## config.mk

```make
export PLATFORM = sky130hd
export DESIGN_NAME = flash_bus_bridge
export DESIGN_NICKNAME = d
export VERILOG_FILES = /design/src/rtl/flash_bus_bridge_pkg.sv /design/src/rtl/flash_bus_bridge_e_sync_edge.sv /design/src/rtl/flash_bus_bridge.sv
export SDC_FILE = /design/constraint.sdc
export NUM_CORES = 1
export LEC_CHECK = 0
export ABC_AREA = 0
export BUFFER_PORTS_ARGS = -buffer_cell sky130_fd_sc_hd__buf_4
export CAP_MARGIN = 20
export CORE_MARGIN = 1
export CORE_UTILIZATION = 37
export DETAILED_ROUTE_END_ITERATION = 6
export GPL_TIMING_DRIVEN = 0
export HOLD_SLACK_MARGIN = 0.15
export PLACE_DENSITY_LB_ADDON = 0.15
export SLEW_MARGIN = 0
export SYNTH_ARGS = -nofsm -noshare
export SYNTH_HDL_FRONTEND = slang
export SYNTH_SLANG_ARGS = --single-unit
```

## constraint.sdc

```tcl
create_clock -name clk -period 2.5 [get_ports clk]
set_input_delay 0.5 -clock clk [delete_from_list [all_inputs] [get_ports clk]]
set_output_delay 0.5 -clock clk [all_outputs]
set_load 0.005 [all_outputs]
```

## src/rtl/flash_bus_bridge_pkg.sv

```systemverilog
// flash_bus_bridge_pkg: shared FSM encoding, SPI opcodes and default timeout.
package flash_bus_bridge_pkg;
    typedef enum logic [2:0] {IDLE, CACHE, REQ, BUSY, DONE, HOLD} state_t;
    localparam logic SPI_RD = 1'b1;
    localparam logic SPI_WR = 1'b0;
    localparam int DEFAULT_TIMEOUT = 1023;
endpackage

```

## src/rtl/flash_bus_bridge_e_sync_edge.sv

```systemverilog
// e_sync_edge: 2-flop synchronizer for the 6809 E clock with edge strobes.
module e_sync_edge (
    input  logic clk,
    input  logic reset,
    input  logic i_e,
    output logic o_rise,
    output logic o_fall
);
    logic s1_q, s1_d, s2_q, s2_d;

    always_comb begin
        s1_d = reset ? i_e : 1'b0;
        s2_d = reset ? s1_q : 1'b0;
    end

    always_ff @(posedge clk) begin
        s1_q <= s1_d;
        s2_q <= s2_d;
    end

    // Strobes come from the flop pair so the FSM acts on the second edge after E rises.
    assign o_rise = s1_q & ~s2_q;
    assign o_fall = ~s1_q & s2_q;
endmodule

```

## src/rtl/flash_bus_bridge.sv

```systemverilog
// flash_bus_bridge: 6809 bus to SPI flash controller bridge with a one-byte read cache.
module flash_bus_bridge
    import flash_bus_bridge_pkg::*;
#(
    parameter logic [15:0] BASE_ADDR = 16'hE000,
    parameter int          TIMEOUT   = DEFAULT_TIMEOUT
) (
    input  logic        clk,
    input  logic        reset,
    input  logic [15:0] i_ADDRESS_BUS,
    input  logic [7:0]  i_DataBus,
    input  logic        i_RW,
    input  logic        i_E,
    output logic [7:0]  o_cpu_data,
    output logic        o_cpu_data_oe,
    output logic        o_MRDY,
    output logic        o_spi_ce,
    output logic [15:0] o_spi_addr,
    output logic        o_spi_rw,
    output logic [7:0]  o_spi_wdata,
    input  logic [7:0]  i_spi_data,
    input  logic        i_spi_ready,
    output logic        o_timeout
);
    localparam logic [9:0] TMO = 10'(TIMEOUT);

    state_t      state_q;
    logic        rd_q, cache_valid_q;
    logic [11:0] cache_tag_q;
    logic [7:0]  cache_data_q;
    logic [9:0]  cnt_q;
    logic        e_rise, e_fall, hit, cache_hit, expired;

    e_sync_edge u_sync (
        .clk    (clk),
        .reset  (reset),
        .i_e    (i_E),
        .o_rise (e_rise),
        .o_fall (e_fall)
    );

    assign hit       = i_ADDRESS_BUS[15:12] == BASE_ADDR[15:12];
    assign cache_hit = i_RW && cache_valid_q && cache_tag_q == i_ADDRESS_BUS[11:0];
    assign expired   = (state_q == REQ || state_q == BUSY) && cnt_q == TMO;

    always_ff @(posedge clk) begin
        if (!reset) begin
            state_q       <= IDLE;
            rd_q          <= 1'b1;
            cache_valid_q <= 1'b0;
            cache_tag_q   <= '0;
            cache_data_q  <= '0;
            cnt_q         <= '0;
            o_cpu_data    <= '0;
            o_cpu_data_oe <= 1'b0;
            o_MRDY        <= 1'b1;
            o_spi_ce      <= 1'b0;
            o_spi_addr    <= '0;
            o_spi_rw      <= SPI_RD;
            o_spi_wdata   <= '0;
            o_timeout     <= 1'b0;
        end else if (expired) begin
            o_spi_ce      <= 1'b0;
            o_timeout     <= 1'b1;
            o_cpu_data    <= 8'hFF;
            o_MRDY        <= 1'b1;
            o_cpu_data_oe <= rd_q;
            state_q       <= HOLD;
        end else begin
            case (state_q)
                IDLE: if (e_rise && hit) begin
                    o_MRDY <= 1'b0;
                    rd_q   <= i_RW;
                    if (cache_hit) state_q <= CACHE;
                    else begin
                        state_q     <= REQ;
                        o_spi_ce    <= 1'b1;
                        o_spi_addr  <= i_ADDRESS_BUS;
                        o_spi_rw    <= i_RW ? SPI_RD : SPI_WR;
                        o_spi_wdata <= i_DataBus;
                        cnt_q       <= '0;
                    end
                end
                CACHE: begin
                    o_cpu_data    <= cache_data_q;
                    o_MRDY        <= 1'b1;
                    o_cpu_data_oe <= 1'b1;
                    state_q       <= HOLD;
                end
                REQ: begin
                    cnt_q <= cnt_q + 10'd1;
                    if (!i_spi_ready) begin
                        o_spi_ce <= 1'b0;
                        state_q  <= BUSY;
                    end
                end
                BUSY: begin
                    cnt_q <= cnt_q + 10'd1;
                    if (i_spi_ready) state_q <= DONE;
                end
                DONE: begin
                    if (rd_q) begin
                        o_cpu_data   <= i_spi_data;
                        cache_data_q <= i_spi_data;
                        cache_tag_q  <= o_spi_addr[11:0];
                    end
                    cache_valid_q <= rd_q;
                    o_MRDY        <= 1'b1;
                    o_cpu_data_oe <= rd_q;
                    state_q       <= HOLD;
                end
                HOLD: if (e_fall) begin
                    o_cpu_data_oe <= 1'b0;
                    state_q       <= IDLE;
                end
                default: state_q <= IDLE;
            endcase
        end
    end
endmodule

```

# After elaboration in Yosys (flattened, before gate mapping)
# Index checks and enable logic that the tools add are counted.
dict set report op_classes {
  reduce_logical 25
  bitwise 7
  n_mux 23
  n_addsub 1
  eq_ne 18
}
# operator n
set ops {}
lappend ops {{two-way mux 10 bit} 2}
lappend ops {{one-hot mux 10 bit (2 select lines)} 1}
lappend ops {{AND reduction 4 bit} 5}
lappend ops {{two-way mux 8 bit} 2}
lappend ops {{one-hot mux 8 bit (2 select lines)} 1}
lappend ops {{two-way mux 3 bit} 5}
lappend ops {{inequality test 3 bit (second input constant)} 5}
lappend ops {{one-hot mux 3 bit (5 select lines)} 1}
lappend ops {{== test 12 bit} 1}
lappend ops {{adder 10 x 1 -> 10 bit (second input constant)} 1}
lappend ops {{== test 10 bit (second input constant)} 1}
lappend ops {{inequality test 2 bit (second input constant)} 5}
lappend ops {{AND reduction 2 bit} 4}
lappend ops {{two-way mux 1 bit} 7}
lappend ops {{== test 3 x 2 -> 1 bit (second input constant)} 2}
lappend ops {{== test 3 bit (second input constant)} 2}
lappend ops {{AND reduction 3 bit} 2}
lappend ops {{nonzero test 2 bit} 3}
lappend ops {{OR reduction 2 bit} 3}
lappend ops {{NOT 1 bit} 5}
lappend ops {{== test 4 bit (second input constant)} 1}
lappend ops {{logical AND 1 bit} 4}
lappend ops {{one-hot mux 1 bit (2 select lines)} 2}
lappend ops {{nonzero test 4 bit} 1}
lappend ops {{other kinds (7)} 8}
dict set report word_totals {
  input_bits 37
  reg_bits 74
  word_cells 91
  out_inout_bits 37
}

# Logic depth before layout (Yosys ltp)
dict set report depth {
  word_depth 6
  mapped_depth 7
  ltp_nobuf 5
}

# By module
# From an unflattened synthesis, not the netlist that was laid out.
dict set report hier_totals {
  hier_cells 380
  hier_area_um2 3409.5
}
# module n_inst cells_per_inst area_per_inst_um2 seq_area_each_um2
set by_module_without_submodules {}
lappend by_module_without_submodules {flash_bus_bridge 1 374 3344.5 1441.4}
lappend by_module_without_submodules {e_sync_edge 1 6 65.1 40.0}

# Least setup slack after synthesis
# Ideal clock, no wire load.
dict set report synth_path {
  path_type {input-to-reg}
  start {input port i_ADDRESS_BUS[7]}
  end {register o_spi_addr[15]}
  arrival_time_ps 1809
  slack_ps 577
  n_path_buf 2
  path_stages 7
  setup_time_ps 115
  required_time_ps 2385
  path_cell_list {xnor2_1 > nand3_1 > or4_4 > and2_4 > buf_6 > buf_6 > o21a_1}
}
dict set report synth_via {
  elab_chain_len 4
}
# element line
set synth_lines {}
lappend synth_lines {{start, declared} flash_bus_bridge.sv:10} ;# input logic [15:0] i_ADDRESS_BUS,
lappend synth_lines {{== test 12 bit} flash_bus_bridge.sv:43} ;# assign cache_hit = i_RW && cache_valid_q && cache_tag_q == i_ADDRESS_BUS[11:0];
lappend synth_lines {{logical AND 1 bit} flash_bus_bridge.sv:43}
lappend synth_lines {{NOT 1 bit (no source line)} --}
lappend synth_lines {{AND reduction 4 bit (no source line)} --}
lappend synth_lines {{end signal, assigned} flash_bus_bridge.sv:78} ;# o_spi_addr <= i_ADDRESS_BUS;
lappend synth_lines {{end, declared} flash_bus_bridge.sv:18} ;# output logic [15:0] o_spi_addr,
# Every way passes these cells.
# A chain may end at the register's enable or synchronous reset.

# Worst setup path in the final report
dict set report layout_path {
  start {input port i_ADDRESS_BUS[12]}
  end {register o_spi_wdata[6]}
}
dict set report layout_via {
  elab_chain_len 3
}
# element line
set layout_lines {}
lappend layout_lines {{== test 4 bit} flash_bus_bridge.sv:42} ;# assign hit = i_ADDRESS_BUS[15:12] == BASE_ADDR[15:12];
lappend layout_lines {{logical AND 1 bit} flash_bus_bridge.sv:71} ;# IDLE: if (e_rise && hit) begin
lappend layout_lines {{AND reduction 4 bit (no source line)} --}
lappend layout_lines {{end signal, assigned} flash_bus_bridge.sv:80} ;# o_spi_wdata <= i_DataBus;
lappend layout_lines {{end, declared} flash_bus_bridge.sv:20} ;# output logic [7:0] o_spi_wdata,
# Every way passes these cells.

==> impl_metrics.json <==
{
  "gr-total-overflow": 0,
  "synthFlopType": "dfxtp_1",
  "power_w": 0.00268,
  "crit_path_frequent_cell": "buf_6",
  "cts-hold-fix-buffers": 0,
  "wire_per_inst_um": 13.8,
  "status": "completed",
  "p_per_area_nw_per_um2": 637,
  "ys_seq_area_share_pct": 44.5,
  "diodes": 0,
  "async_flop_share_pct": 0,
  "fin_util_pct": 48.2,
  "layout_worst_path_cycle_share_pct": 80.3,
  "drt_wl_total_mm": 7.86,
  "num_vias": 2788,
  "synth_xor_area_share_pct": 5.26,
  "hp-class": "in2reg",
  "synthesis.area_um2": 3330,
  "fin_skew_ns": 0.00634,
  "grt_pass1_wl_mm": 13.0,
  "worstMarginPinSlew_ns": 0.616,
  "p_leak_nw": 1.58,
  "ys_warn_count": 0,
  "setup_viol": 0,
  "dp_slack_ns": 0.166,
  "htreeDepth": 3,
  "met2_length_mm": 3.72,
  "path_buf_inv": 3,
  "die_h_um": 96.8,
  "clk_latency_ns": 0.34,
  "wl_met3_um": 255,
  "finish.net_count": 495,
  "die_area_um2": 9380,
  "fin_crit_ns": 2.01,
  "cts_resized": 0,
  "antenna_left": 0,
  "dp_hpwl_mm": 5.71,
  "slowest_delay_ns": 0.54,
  "clock-sinks": 74,
  "drv_slew": 0,
  "cp-end-kind": "register",
  "fmax_mhz": 498,
  "tns_ns": 0,
  "routed.top_layer": "met4",
  "path_class": "in2reg",
  "num-fill-cells": 847,
  "synth_compound_area_share_pct": 14.4,
  "syn_nets": 412,
  "ys_ff_latch": 74,
  "slew_headroom_pct": 58.9,
  "rsz0062_at_grt": "no",
  "synth_cell_types": 43,
  "cts_tree": "yes",
  "cts_max_path_buffers": 2,
  "drv_cap": 0,
  "design.core.area_um2": 8720,
  "initial_core_util_pct": 38.2,
  "die_x_um": 96.8,
  "first_pass_iters": 4,
  "register_area_um2": 1480,
  "drt_iter0_drc": 91,
  "cp_top_family": "simple AND/OR/NAND/NOR gates",
  "required_ns": 2.77,
  "yosys.area_share.simple_pct": 22.7,
  "path_max_fanout": 10,
  "fin_ws_ns": 0.492,
  "clockRootBuffer": "clkbuf_8",
  "rows": 34,
  "syn_avg_cell_area_um2": 8.90,
  "synth_top_family_by_area": "simple AND/OR/NAND/NOR gates",
  "vdd_drop_max_v": 0.000233,
  "cts_buffers": 9,
  "grtUsageTotal_pct": 17.5,
  "cp.arrival_ns": 2.28,
  "ioPinCount": 74,
  "wl_met1_mm": 3.77,
  "synth.area.mux_share_pct": 8.42,
  "antenna_found_initial": 0,
  "drive_gt1_share_pct": 23.0,
  "clkTransAtPathRegs_ns": 0.07,
  "crit_chain": "buf_4, nand4b_1, nor3b_1, and2_1, and2_4, buf_6, buf_6, mux2i_1",
  "synthAdderAreaFrac_pct": 0.376,
  "start_kind": "primary input",
  "finalHoldViolations": 0,
  "gp_congestion": 0.850,
  "synth_edf_count": 0,
  "routed_via_density": 4.90,
  "io_buffers": 72,
  "areaGrowthSynthToFinish_pct": 26.4,
  "critPathSlowestCell": "nor3b_1",
  "hold_ws_ns": 0.369,
  "drc": 0,
  "multi_input_area_um2": 1700,
  "postCtsSetupRepairBufs": 0,
  "grt_pass1_vias": 2640,
  "grt_max_degree": 12,
  "synthCells": 374
}
routing by layer:
layer	vias to the layer above	global-route usage [%]
met5	-	0
met1	1290	22.6
met3	12	4.05
li1	1438	-
met4	0	7.69
met2	48	27.9
path summary, 6_finish.rpt:
kind,start,to,slack [ns],cells after the start
worst min register to register,o_spi_wdata[0],o_spi_wdata[0],0.46,2
worst min-delay path,i_E,u_sync.s1_q,0.37,2
worst max-delay path,i_ADDRESS_BUS[12],o_spi_wdata[6],0.49,8
worst max register to register,state_q[2],o_cpu_data[6],0.55,6
layout make-up:
cell class | count | area share [%]
plain buffers | 25 | 3.06
clock buffers | 13 | 4.01
clock inverters | 2 | 0.833
inverters | 4 | 0.357
multi-input cells | 271 | 40.5
flip-flops and latches | 74 | 35.2
well taps | 108 | 3.21
repair buffers | 72 | 12.8
sequential cells by signal, indices dropped and copies added, names as in the netlist, 3 cells and up:
register,count
o_spi_wdata,8
cnt_q,10
o_spi_addr,16
cache_data_q,8
cache_tag_q,12
state_q,3
o_cpu_data,8
per-stage QoR:
step | area [um2] | std cells
after floorplan | 3330 | 374
after global placement | 4000 | 554
after detailed placement | 4000 | 554
after CTS | 4210 | 569
after global routing | 4210 | 569
final | 4210 | 569
cells in the mapped netlist, types with 8 or more instances:
| master | instances | area, um2 |
|---|---|---|
| nand4_1 | 9 | 56.3 |
| nor3b_2 | 8 | 100 |
| o21a_1 | 12 | 90.1 |
| dfxtp_1 | 74 | 1480 |
| clkbuf_1 | 17 | 63.8 |
| nor2_1 | 14 | 52.6 |
| a21oi_1 | 13 | 65.1 |
| nand2_1 | 91 | 342 |
| a21boi_0 | 21 | 158 |
| o21ai_0 | 8 | 40.0 |
| xnor2_1 | 14 | 123 |
| mux2i_1 | 28 | 280 |
logic make-up (layout without fill, tap and decap cells):
group | after synthesis | after routing
XOR/XNOR | 20 | 20
multiplexers | 28 | 28
AND/OR/NAND/NOR | 153 | 153
adder cells (fa/ha/maj) | 1 | 1
buffers and inverters | 29 | 116
AO/OA/AOI/OAI | 69 | 69
flip-flops | 74 | 74
power by group:
group | internal [W] | switching (W)
Sequential | 0.00124 | 0.0000347
Clock | 0.000537 | 0.000422
Combinational | 0.000215 | 0.000234
worst reg2reg max path: cells and delay by family (launching register included):
kind,cells,cell delay (ns)
AO/OA/AOI/OAI,3,0.76
buffers and inverters,2,0.61
flip-flops,1,0.38
AND/OR/NAND/NOR,1,0.09
cell usage in the layout, fill, tap and decap left out, types with 4 or more instances in the layout:
master,instances
a21oi_1,13
and3_1,4
mux2i_1,28
nand2_1,91
o21ai_0,8
o21a_1,12
nor3b_2,8
buf_4,72
inv_1,4
buf_6,4
xor2_1,6
nand4_1,9
nor2_1,14
nand3_1,5
clkbuf_1,18
buf_2,4
dfxtp_1,74
and2_1,5
xnor2_1,14
clkbuf_8,12
a21boi_0,21
Power figures use the tool's default switching activity.
